===== src/rtl/cdc_pkg.sv =====
// Shared definitions for the reset release sequencer.
//   rst_seq_state_e : sequencer FSM states
//   max3()          : largest of three values, used to size the shared counter
package cdc_pkg;

   typedef enum logic [2:0] {
      ASSERT   = 3'd0,
      DELAY    = 3'd1,
      WAIT_RDY = 3'd2,
      DONE     = 3'd3,
      ERROR    = 3'd4
   } rst_seq_state_e;

   function automatic int unsigned max3(input int unsigned a,
                                        input int unsigned b,
                                        input int unsigned c);
      int unsigned m;
      m = a;
      if (b > m) m = b;
      if (c > m) m = c;
      return m;
   endfunction

endpackage


===== src/rtl/cdc_rst_seq.sv =====
// Reset release sequencer for the destination clock domain.
// Holds every downstream reset asserted for MIN_ASSERT cycles after i_rst drops, then releases
// the outputs one at a time in index order, each STAGE_DLY cycles after its stage begins, and
// waits for that stage's ready before moving on. A stage that stays not-ready for TIMEOUT cycles
// puts every output back into reset and raises a sticky error.
//
// Ports:
//   clk            : destination-domain clock
//   i_rst          : synchronous active-high reset (from the upstream synchronizer)
//   i_ready        : per-stage ready/ack, meaningful only once that stage is released
//   i_soft_rst_req : single-cycle request to re-run the sequence (honoured in DONE/ERROR)
//   o_rst          : sequenced active-high resets
//   o_done         : every stage released and acknowledged
//   o_soft_rst_ack : one-cycle pulse when a soft request is taken
//   o_err          : sticky timeout flag
//   o_err_stage    : index of the stage that timed out
module cdc_rst_seq
   import cdc_pkg::*;
#(
   parameter int unsigned NUM_OUT    = 4,
   parameter int unsigned MIN_ASSERT = 8,
   parameter int unsigned STAGE_DLY  = 16,
   parameter int unsigned TIMEOUT    = 64,
   localparam int unsigned IdxW      = (NUM_OUT > 1) ? $clog2(NUM_OUT) : 1
) (
   input  logic                clk,
   input  logic                i_rst,
   input  logic [NUM_OUT-1:0]  i_ready,
   input  logic                i_soft_rst_req,
   output logic [NUM_OUT-1:0]  o_rst,
   output logic                o_done,
   output logic                o_soft_rst_ack,
   output logic                o_err,
   output logic [IdxW-1:0]     o_err_stage
);

   // One counter serves all three timed phases; each compare exits before it could wrap.
   localparam int unsigned CntW = $clog2(max3(MIN_ASSERT, STAGE_DLY, TIMEOUT) + 1);

   localparam logic [CntW-1:0] AssertLast  = CntW'(MIN_ASSERT - 1);
   localparam logic [CntW-1:0] DelayLast   = CntW'(STAGE_DLY - 1);
   localparam logic [CntW-1:0] TimeoutLast = CntW'(TIMEOUT - 1);
   localparam logic [IdxW-1:0] IdxLast     = IdxW'(NUM_OUT - 1);

   rst_seq_state_e     state_q, state_d;
   logic [CntW-1:0]    cnt_q, cnt_d;
   logic [IdxW-1:0]    idx_q, idx_d;
   logic [NUM_OUT-1:0] rst_q, rst_d;
   logic               done_q, done_d;
   logic               ack_q, ack_d;
   logic               err_q, err_d;
   logic [IdxW-1:0]    err_stage_q, err_stage_d;

   always_comb begin
      state_d     = state_q;
      cnt_d       = cnt_q;
      idx_d       = idx_q;
      rst_d       = rst_q;
      done_d      = done_q;
      ack_d       = 1'b0;
      err_d       = err_q;
      err_stage_d = err_stage_q;

      case (state_q)
         ASSERT: begin
            if (cnt_q == AssertLast) begin
               state_d = DELAY;
               cnt_d   = '0;
               idx_d   = '0;
            end else begin
               cnt_d = cnt_q + CntW'(1);
            end
         end

         DELAY: begin
            if (cnt_q == DelayLast) begin
               rst_d[idx_q] = 1'b0;
               state_d      = WAIT_RDY;
               cnt_d        = '0;
            end else begin
               cnt_d = cnt_q + CntW'(1);
            end
         end

         WAIT_RDY: begin
            if (i_ready[idx_q]) begin
               if (idx_q == IdxLast) begin
                  state_d = DONE;
                  done_d  = 1'b1;
               end else begin
                  state_d = DELAY;
                  idx_d   = idx_q + IdxW'(1);
                  cnt_d   = '0;
               end
            end else if (cnt_q == TimeoutLast) begin
               // Stuck stage: put everything back into reset, not just the stalled stage.
               state_d     = ERROR;
               err_d       = 1'b1;
               err_stage_d = idx_q;
               rst_d       = '1;
            end else begin
               cnt_d = cnt_q + CntW'(1);
            end
         end

         DONE, ERROR: begin
            // i_ready is deliberately ignored here; only a soft request leaves.
            if (i_soft_rst_req) begin
               state_d     = ASSERT;
               cnt_d       = '0;
               idx_d       = '0;
               rst_d       = '1;
               done_d      = 1'b0;
               err_d       = 1'b0;
               err_stage_d = '0;
               ack_d       = 1'b1;
            end
         end

         default: begin
            state_d = ASSERT;
            cnt_d   = '0;
            idx_d   = '0;
            rst_d   = '1;
            done_d  = 1'b0;
         end
      endcase
   end

   always_ff @(posedge clk) begin
      if (i_rst) begin
         state_q     <= ASSERT;
         cnt_q       <= '0;
         idx_q       <= '0;
         rst_q       <= '1;
         done_q      <= 1'b0;
         ack_q       <= 1'b0;
         err_q       <= 1'b0;
         err_stage_q <= '0;
      end else begin
         state_q     <= state_d;
         cnt_q       <= cnt_d;
         idx_q       <= idx_d;
         rst_q       <= rst_d;
         done_q      <= done_d;
         ack_q       <= ack_d;
         err_q       <= err_d;
         err_stage_q <= err_stage_d;
      end
   end

   assign o_rst          = rst_q;
   assign o_done         = done_q;
   assign o_soft_rst_ack = ack_q;
   assign o_err          = err_q;
   assign o_err_stage    = err_stage_q;

endmodule

===== config.mk =====
export PLATFORM = sky130hd
export DESIGN_NAME = cdc_rst_seq
export DESIGN_NICKNAME = d
export VERILOG_FILES = /design/src/rtl/cdc_pkg.sv /design/src/rtl/cdc_rst_seq.sv
export SDC_FILE = /design/constraint.sdc
export NUM_CORES = 1
export LEC_CHECK = 0
export BUFFER_PORTS_ARGS = -buffer_cell sky130_fd_sc_hd__buf_2
export CAP_MARGIN = 20
export CORE_UTILIZATION = 42
export CTS_CLUSTER_DIAMETER = 30
export DETAILED_ROUTE_END_ITERATION = 8
export GPL_ROUTABILITY_DRIVEN = 0
export PLACE_DENSITY_LB_ADDON = 0.12
export SYNTH_ARGS = -nofsm -noshare
export SYNTH_HDL_FRONTEND = slang
export SYNTH_SLANG_ARGS = --single-unit

===== constraint.sdc =====
create_clock -name clk -period 3.8 [get_ports clk]
set_input_delay 0.76 -clock clk [delete_from_list [all_inputs] [get_ports clk]]
set_output_delay 0.76 -clock clk [all_outputs]
set_load 0.1 [all_outputs]

==> run metrics <==
CP Max Fanout 18; cells after synthesis 158; gr ovfl total 0; layout cells sized above 1 0.1845; minimum clock period 2.550 ns; largest cells by area after synthesis dfxtp_1, a21oi_1, o32ai_2; Clock Skew 0.005210 ns; total CTS buffers 3; vias in the first global route 1065; RSZ-0062 raised after global routing no; Post-synth ARST share 0; Slew Viols, Final 0; power per cell area 249.2 mW/mm2; Avg Inst Size Synth 8.418 um2; crit start category flop; VDD IR max 0.1526 mV; # diodes 0; CTS clk-pin slew, worst paths 0.12 ns; Clock Tree Buf Depth 2; net count after synthesis 170; delay-heaviest family, CP simple AND/OR/NAND/NOR gates; Tot Pwr 0.0003580 W; Least-Margin Pin Slew 0.5688 ns; Resize count post-CTS 0; total track usage 0.1811; top_reg_cell synth dfxtp_1; Slowest-stage cell, CP dfxtp_1; initial antenna violation count 0; vias after detailed routing 1174; Netlist cell types 44; # Post-CTS Setup Buffers 0; first-pass GRT wire length 4.836 mm; WP data required 3.99 ns; Layout fillers 303; final worst-path cycle share 0.6711; vias per cell 5.538; Total Wirelength 2.691 mm; top-area cell type share of the netlist area 0.3161; Post-synth EDFFs 0; area grow syn2layout 7.996%; maximum clock frequency 392.1 MHz; DRC 0; Clock Latency Late Sink 0.30 ns; Initial DRC Count 33; number of port buffers 15; Root Buffer clkbuf_4; hpwl dp 1.961 mm; Antenna Nets Post-Route 0; die width 58.28 um; commonest non-fill, non-tap cell in the layout dfxtp_1; Setup Viol. Count Final 0; Die ar. 0.003396 mm2; sequential cell area 420.4 um2; sequential area share after synthesis 0.3161; final hold violations 0; top-level port count 16; TNS Setup 0 ns; H-tree levels 1; Ys Warns 0; Pleak 0.4965 nW; height of the die 58.28 um; commonest cells after routing, fill and taps aside dfxtp_1, a21oi_1, buf_2; hold crit path type reg -> reg; max-cap violations 0; DRT Pass-1 Iters 4; status finished, final reports clean; largest net degree at the start of global routing 25; Mapped Area 0.001330 mm2; DR WL/cell 12.69 um; CP peak stage delay 0.67 ns; number of core rows 20; largest area contributor in the netlist dfxtp_1; # clock sinks 21; core area 0.003028 mm2; Slew Limit Headroom 0.6203; #FFs+latches synth 21; nature of the critical path endpoint flop; hold-fix buffers at CTS 0; CP Class reg -> reg; Critical Path AT 2.74 ns; Initial Utilization 0.4393; buffers and inverters on the worst path 0; Nets 181; CP Cell Sequence or3b_2 -> nor4_2 -> a311o_1 -> or2b_4 -> o32ai_2; CTS tree yes; area of the multi-input gates 810.8 um2
-- cell type report --
cell class                 count  share of cell area
sequential                    21              0.2927
tap                           44             0.03833
timing repair buffer          15             0.05226
multi-input combinational    115              0.5645
clock buffer                   4             0.01829
inverter                      13             0.03397
-- registers in the layout, indices dropped and copies added, names as in the netlist --
register	count
o_err	1
idx_q	2
state_q	3
o_rst	4
cnt_q	7
o_soft_rst_ack	1
o_err_stage	2
o_done	1
-- worst reg2reg max path: stages, from the launching register on --
cell	delay, ns
dfxtp_1	0.67
or3b_2	0.53
nor4_2	0.52
a311o_1	0.41
or2b_4	0.24
o32ai_2	0.07
-- Yosys cell counts (2+ instances only) --
| cell | n |
|---|---|
| ha_1 | 5 |
| nand3b_1 | 5 |
| o21ai_1 | 5 |
| nor2_1 | 11 |
| or3b_2 | 2 |
| o32ai_2 | 5 |
| a21oi_1 | 17 |
| buf_6 | 2 |
| clkbuf_1 | 5 |
| a211oi_1 | 2 |
| nand4_1 | 2 |
| nand2_1 | 10 |
| o41ai_1 | 2 |
| nand3_1 | 4 |
| nor3_1 | 3 |
| o21ai_0 | 6 |
| nor4bb_1 | 2 |
| mux2i_1 | 2 |
| dfxtp_1 | 21 |
| nand2b_1 | 5 |
| inv_1 | 13 |
| nor4b_1 | 2 |
| o22ai_1 | 2 |
| or3_1 | 5 |
-- per-stage QoR --
stage / util / hold WS, ns / cell area [um2] / std cells / setup WS [ns]
after floorplan: - / 0.4488 / 1330 / 158 / 1.449
after global placement: 0.4657 / 0.4410 / 1410 / 208 / 1.091
after detailed placement: 0.4657 / 0.4490 / 1410 / 208 / 1.013
after CTS: 0.4744 / 0.4759 / 1436 / 212 / 1.261
after global routing: 0.4744 / 0.5107 / 1436 / 212 / 1.114
final: 0.4744 / 0.4697 / 1436 / 212 / 1.250
-- worst paths after layout --
check        startpoint  endpoint  slack [ns]  depth (start not counted)
min reg2reg    o_rst[0]  o_rst[0]        0.47                          2
max reg2reg  state_q[1]  cnt_q[3]        1.25                          5
max          state_q[1]  cnt_q[3]        1.25                          5
min            o_rst[0]  o_rst[0]        0.47                          2
-- where the power goes --
group / internal (W) / leakage, nW / switching [W] / total, W
clock network: 0.0000409 / 0.0150 / 0.0000665 / 0.000107
registers: 0.000223 / 0.170 / 0.00000333 / 0.000226
logic: 0.0000105 / 0.312 / 0.0000139 / 0.0000243
-- cell families after synthesis --
| family | after synthesis | share of synthesized area |
|---|---|---|
| flip-flops | 21 | 0.3161 |
| AO/OA/AOI/OAI | 48 | 0.2606 |
| multiplexers | 4 | 0.04045 |
| buffers and inverters | 22 | 0.07431 |
| adder cells (fa/ha/maj) | 5 | 0.04704 |
| AND/OR/NAND/NOR | 58 | 0.2615 |
-- layer usage --
layer	share of wire	wire (um)	global-route usage
met3	0.054	146	0.03125
met4	0.0089	24	0.06463
met1	0.49	1310	0.2706
met2	0.45	1210	0.2594
met5	0	0	0
No activity file was read; power rests on OpenSTA's default activity.
